`src/rtl/run_length_monitor.sv`:
```
// Run-length monitor for a 2-bit up counter: extends the count with a wrap
// register and reports each run length through a valid/ready result register.
module run_length_monitor #(
    parameter int LEN_W   = 8,
    parameter int MIN_LEN = 1,
    parameter int CNT_W   = 8
) (
    input  logic             clk,
    input  logic             rst,
    input  logic [1:0]       cond_in,
    input  logic [1:0]       cnt_in,
    output logic             len_valid,
    input  logic             len_ready,
    output logic [LEN_W-1:0] len_data,
    output logic             len_sat,
    output logic [CNT_W-1:0] run_total,
    output logic             ovf,
    output logic             seq_err,
    input  logic             err_clr
);

    localparam int HI_W = LEN_W - 2;

    localparam logic [1:0] ST_IDLE = 2'd0;
    localparam logic [1:0] ST_RUN  = 2'd1;
    localparam logic [1:0] ST_SAT  = 2'd2;

    logic [1:0]       state_q, state_d;
    logic [HI_W-1:0]  hi_q, hi_d;
    logic [1:0]       shadow_q, shadow_d;
    logic             len_valid_q, len_valid_d;
    logic [LEN_W-1:0] len_data_q, len_data_d;
    logic             len_sat_q, len_sat_d;
    logic [CNT_W-1:0] run_total_q, run_total_d;
    logic             ovf_q, ovf_d;
    logic             seq_err_q, seq_err_d;

    logic             active;
    logic             run_end;
    logic             run_sat;
    logic [LEN_W-1:0] run_len;
    logic             qualify;
    logic             accept;
    logic             load;
    logic             drop;

    assign active = (cond_in != 2'd0);

    always_comb begin
        state_d = state_q;
        hi_d    = hi_q;
        run_end = 1'b0;
        run_sat = 1'b0;
        run_len = '0;
        case (state_q)
            ST_IDLE: begin
                if (active) begin
                    state_d = ST_RUN;
                    hi_d    = '0;
                end
            end
            ST_RUN: begin
                if (active) begin
                    // cnt_in==3 on an active edge means the counter wraps now
                    if (cnt_in == 2'd3) begin
                        if (&hi_q) state_d = ST_SAT;
                        else       hi_d    = hi_q + 1'b1;
                    end
                end else begin
                    run_end = 1'b1;
                    run_len = {hi_q, cnt_in};
                    hi_d    = '0;
                    state_d = ST_IDLE;
                end
            end
            ST_SAT: begin
                if (!active) begin
                    run_end = 1'b1;
                    run_sat = 1'b1;
                    run_len = '1;
                    hi_d    = '0;
                    state_d = ST_IDLE;
                end
            end
            default: begin
                state_d = ST_IDLE;
                hi_d    = '0;
            end
        endcase
    end

    always_comb begin
        qualify     = run_end && (run_sat || (run_len >= LEN_W'(MIN_LEN)));
        accept      = len_valid_q && len_ready;
        load        = qualify && (!len_valid_q || len_ready);
        drop        = qualify && !load;
        len_valid_d = load || (len_valid_q && !accept);
        len_data_d  = load ? run_len : len_data_q;
        len_sat_d   = load ? run_sat : len_sat_q;
        run_total_d = run_total_q + CNT_W'(load);
        // set beats clear on the sticky flags
        ovf_d       = drop || (ovf_q && !err_clr);
        seq_err_d   = (cnt_in != shadow_q) || (seq_err_q && !err_clr);
        shadow_d    = active ? shadow_q + 2'd1 : 2'd0;
    end

    always_ff @(posedge clk or negedge rst) begin
        if (!rst) begin
            state_q     <= ST_IDLE;
            hi_q        <= '0;
            shadow_q    <= '0;
            len_valid_q <= 1'b0;
            len_data_q  <= '0;
            len_sat_q   <= 1'b0;
            run_total_q <= '0;
            ovf_q       <= 1'b0;
            seq_err_q   <= 1'b0;
        end else begin
            state_q     <= state_d;
            hi_q        <= hi_d;
            shadow_q    <= shadow_d;
            len_valid_q <= len_valid_d;
            len_data_q  <= len_data_d;
            len_sat_q   <= len_sat_d;
            run_total_q <= run_total_d;
            ovf_q       <= ovf_d;
            seq_err_q   <= seq_err_d;
        end
    end

    assign len_valid = len_valid_q;
    assign len_data  = len_data_q;
    assign len_sat   = len_sat_q;
    assign run_total = run_total_q;
    assign ovf       = ovf_q;
    assign seq_err   = seq_err_q;

endmodule

```
`config.mk`:
```
export PLATFORM = sky130hd
export DESIGN_NAME = run_length_monitor
export DESIGN_NICKNAME = d
export VERILOG_FILES = /design/src/rtl/run_length_monitor.sv
export SDC_FILE = /design/constraint.sdc
export NUM_CORES = 1
export LEC_CHECK = 0
export ABC_CLOCK_PERIOD_IN_PS = 3200
export CORE_MARGIN = 1
export CORE_UTILIZATION = 25
export CTS_CLUSTER_DIAMETER = 30
export DETAILED_ROUTE_END_ITERATION = 7
export PLACE_DENSITY = 0.49
export SYNTH_ARGS = -nofsm -noshare
export SYNTH_HDL_FRONTEND = slang
export SYNTH_SLANG_ARGS = --single-unit
```
`constraint.sdc`:
```
create_clock -name clk -period 3.2 [get_ports clk]
set_input_delay 0.96 -clock clk [delete_from_list [all_inputs] [get_ports clk]]
set_output_delay 0.96 -clock clk [all_outputs]
set_load 0.02 [all_outputs]
```
* After elaboration in Yosys (flattened, before gate mapping)
Cells that the tools add are included. Widths: inputs -> output; s select.
Storage, ports and cells: bits in registers 30, output and inout port bits 20
Operators by class: add/sub/neg operators 3, order comparisons 1, eq/ne operators 9, muxes and demuxes 19, reductions and logical operators 22
Operators with widths (number):
- $mux 6 | 5
- $pmux 6 s3 | 1
- $mux 8 | 2
- $pmux 8 s2 | 1
- $mux 2 | 6
- $ne 3x3->1 const B | 3
- $add 8x1->8 | 1
- $ge 8x1->1 const B | 1
- $reduce_and 4->1 | 2
- $logic_and 1x1->1 | 7
- $add 6x1->6 const B | 1
- $pmux 2 s3 | 1
- $reduce_and 6->1 | 1
- $logic_or 1x1->1 | 5
- $eq 2x2->1 const B | 2
- $logic_not 1->1 | 4
- $ne 2x2->1 const B | 2
- $mux 1 | 3
- $add 2x1->2 const B | 1
- $eq 2x1->1 const B | 1
- $logic_not 2->1 | 1
- $ne 2x2->1 | 1
- $reduce_bool 2->1 | 1
- $reduce_or 2->1 | 1

* Depth between registers and ports, before layout
depth in word-level cells 10, mapped depth 12, mapped depth without buffers 11

* Least setup slack after synthesis
OpenSTA, ideal clock, no wires.
kind input to register, from input cond_in[1], to register run_total_q[7] (netlist: run_total[7]), setup time 0.128 ns, arrival 2.826 ns, path slack 0.246 ns, cell stages on the path 10, cell sequence or3b_4 -> buf_6 -> a21oi_2 -> nor4_2 -> nor3_4 -> ha_1 -> nand3_1 -> nor2_1 -> nand2_1 -> xnor2_1
On the way: cells in the longest elaborated chain, start to end 8, elaborated cells on any way between the ends 12, classes of those cells 1 x add/sub; 1 x order compare; 6 x mux; 4 x reduce/logical
Ends and longest elaborated chain:
- start, declared | RTL line 10 | input logic [1:0] cond_in,
- $reduce_bool 2->1 * | RTL line 47 | assign active = (cond_in != 2'd0);
- $mux 8, on equally long branches | RTL line 77, 63
- $pmux 8 s2 | RTL line 55 | case (state_q)
- $ge 8x1->1 | RTL line 93 | qualify = run_end && (run_sat || (run_len >= LEN_W'(MIN_LEN)));
- $logic_or 1x1->1 | RTL line 93
- $logic_and 1x1->1 * | RTL line 93
- $logic_and 1x1->1 * | RTL line 95 | load = qualify && (!len_valid_q || len_ready);
- via load | RTL line 44 | logic load;
- $add 8x1->8 * | RTL line 100 | run_total_d = run_total_q + CNT_W'(load);
- via run_total_d[7] | RTL line 34 | logic [CNT_W-1:0] run_total_q, run_total_d;
- end signal, assigned | RTL line 125 | run_total_q <= run_total_d;
- end, declared | RTL line 34
Mark *: on every way through the listed nets, which the timed path passes. The rest lies on a longest branch. A chain may end at the register's enable or synchronous reset.

* Worst setup path in the final report
Same ends and word-level chain as after synthesis.

==> metrics <==
synth cell count leaders=30 x dfrtp_1, 15 x a21oi_1, 13 x nor2_1, 9 x mux2_2; final WL=between 3 and 4 mm; first-iteration detailed-routing DRC count=41; Max Buffers Root-to-Sink=2; static leakage=0.0008772 uW; Seq cells post-synth=30; power per cell area=between 600 and 700 nW/um^2; worst setup path startpoint=cond_in[1]; slew of the pin with the lowest slew margin=0.5600 ns; path type of the worst min-delay path=reg2reg; Tot GR Track Use=0.1164; CTS tree=built; Post-synth EDFFs=0; crit path kind=in2reg; Skew-Pair Late Insertion Delay=approximately 0.28 ns; final setup vio count=0; CTS Buf Count=5; initial antenna violation count=0; largest net degree at the start of global routing=31; Hold Buf Count CTS=0; count leader, synth=dfrtp_1; post-synthesis cell area=1506 sq um; vias per std cell=around 4.6; endpoints failing hold=0; hold_sp=run_total[7]$_DFF_PN0_; RSZ-0062 raised after global routing=false; Slew Viols, Final=0; ys async rst share=1.000; Mapped Cells=138; # fillers=roughly 550; first-pass GRT wire length=~5.6 mm; sequential fraction of the synthesis area=0.4983; Setup TNS=0 ns; PortBufs=27; Site Rows=27; Post-Syn Nets=between 150 and 200; Syn Area/Cell=approximately 11 sq um; slew margin rel.=0.6227; Final nets=around 190; R2R setup slack=0.77 ns; clock transition at the registers of the reported paths=approximately 0.07 ns; total core area=5642 sq um; I/O pin cnt=28; Yosys top cell by area=dfrtp_1; Layout Skew=just over 0.008 ns; share of post-route cells with drive strength above 1=0.1742; first drt pass iteration count=4; clock sinks=30; cts repair resizes=0; synth warn=0; crit path DAT=slightly above 3 ns; die height=between 70 and 80 microns; Max H-tree Level=2; initial core utilization=0.2670; Req. time, crit path=between 3 and 4 ns; Critical Path End=run_total[7]$_DFF_PN0_; status=completed; post-route minimum period=between 2 and 3 ns; Tcrit/Tclk final=0.9024; worst reg2reg endpoint=run_total[7]$_DFF_PN0_; crit end category=flop; clk root buf=clkbuf_8; post-route ant nets=0; Reg2Reg Launch Point=state_q[0]$_DFFE_PN0P_; fmax=around 350 MHz; antenna diode count=0; Yosys cell types=32; Post-CTS Setup Repair Bufs=0; max-cap violation count=0; Worst Setup Start Kind=input pin; vias in the first global route=1211; cells taking the most area after synthesis=dfrtp_1 50%, mux2_2 6.7%, a21oi_1 5.0%; DIE WIDTH=around 80 microns; crit-path max FO=6; main flop type after synthesis=dfrtp_1; DIE AREA=~6300 sq um; Placer Congestion=about 0.83; Worst Reg-to-Reg Cells=11; Layout area overhead=34.97%; Max IR drop VDD=between 0.2 and 0.25 mV; total grt overflow=0; hpwl dp=between 2 and 2.5 mm; wire per inst=~13 microns; Finished Core Util=0.3604; routed via count=about 1.1k; # DRC=0; Synth top area share=0.4983; WHS Path Cells=1
-- kinds of logic after synthesis --
logic type	count (synthesis)	share of synthesized area
fa+ha+maj	6	0.04983
flops	30	0.4983
compound gates	28	0.1080
mux	12	0.08721
xor+xnor	11	0.06395
simple gates	42	0.1537
buf+inv	9	0.03903
-- cells in the final DEF (no fill, tap or decap), types with 2 or more instances in the layout --
cell type,Yosys,final
dfrtp_1,30,30
clkdlybuf4s50_1,0,27
a21oi_1,15,15
nor2_1,13,13
mux2_2,9,9
buf_4,0,8
nand3_1,7,7
xnor2_1,7,7
nand2_1,7,7
inv_1,6,6
ha_1,6,6
clkbuf_8,1,6
o21ai_0,5,5
xor2_1,4,4
and3_1,3,3
mux2i_1,3,3
a22o_1,2,2
and2_1,2,2
a31oi_1,2,2
bufinv_16,0,2
-- layer usage --
layer | vias up | global-route usage | share of wire
met5 | - | 0 | 0
met4 | 0 | 0.06364 | 0.021
met3 | 5 | 0.03429 | 0.054
met2 | 39 | 0.1821 | 0.45
met1 | 546 | 0.1428 | 0.48
li1 | 559 | - | -
-- cell type report --
type,instances,area [sq um],area share
Timing Repair Buffer,35,330.3,0.1625
Multi-Input combinational cell,99,696.9,0.3428
Clock buffer,6,82.58,0.04062
Tap cell,72,90.09,0.04431
Clock inverter,2,60.06,0.02954
Inverter,6,22.52,0.01108
Sequential cell,30,750.7,0.3692
-- registers in the layout, summed over array words and instances (netlist names) --
register / cells
state_q: 2
len_sat: 1
shadow_q: 2
ovf: 1
len_valid: 1
len_data: 8
run_total: 8
hi_q: 6
seq_err: 1
-- power by group --
part / total (uW) / switching [uW] / internal, uW / leakage (uW)
Combinational: 344 / 181 / 164 / 0.000404
Clock: 476 / 144 / 332 / 0.0000714
Sequential: 486 / 51.8 / 434 / 0.000401
Total: 1310 / 377 / 930 / 0.000877
-- worst min-delay path by stage --
stage,to,slack [ns]
floorplan,shadow_q[0]$_DFF_PN0_,0.47
detailed placement,run_total[7]$_DFF_PN0_,0.47
finish,run_total[7]$_DFF_PN0_,0.47
CTS,run_total[7]$_DFF_PN0_,0.48
global route,shadow_q[0]$_DFF_PN0_,0.51
global placement,run_total[7]$_DFF_PN0_,0.47
-- critical path: stages --
cell and delay, ns:
clkdlybuf4s50_1 0.44, or3b_4 0.45, o21ai_0 0.22, nor4_2 0.09, nor3_4 0.19, ha_1 0.22
nand3_1 0.11, nor2_1 0.18, nand2_1 0.09, xnor2_1 0.12
-- metrics by stage --
stage	power [uW]	cells	setup WS, ns	hold WS [ns]	area [sq um]
after floorplan	705.6	138	0.2457	0.4665	1506
after global placement	832.9	242	0.03373	0.4665	1891
after detailed placement	840.3	242	0.004940	0.4655	1891
after CTS	1321	250	0.3043	0.4785	2033
after global routing	1386	250	0.09771	0.5126	2033
final	1307	250	0.3124	0.4743	2033
No activity file was read; power rests on OpenSTA's default activity.
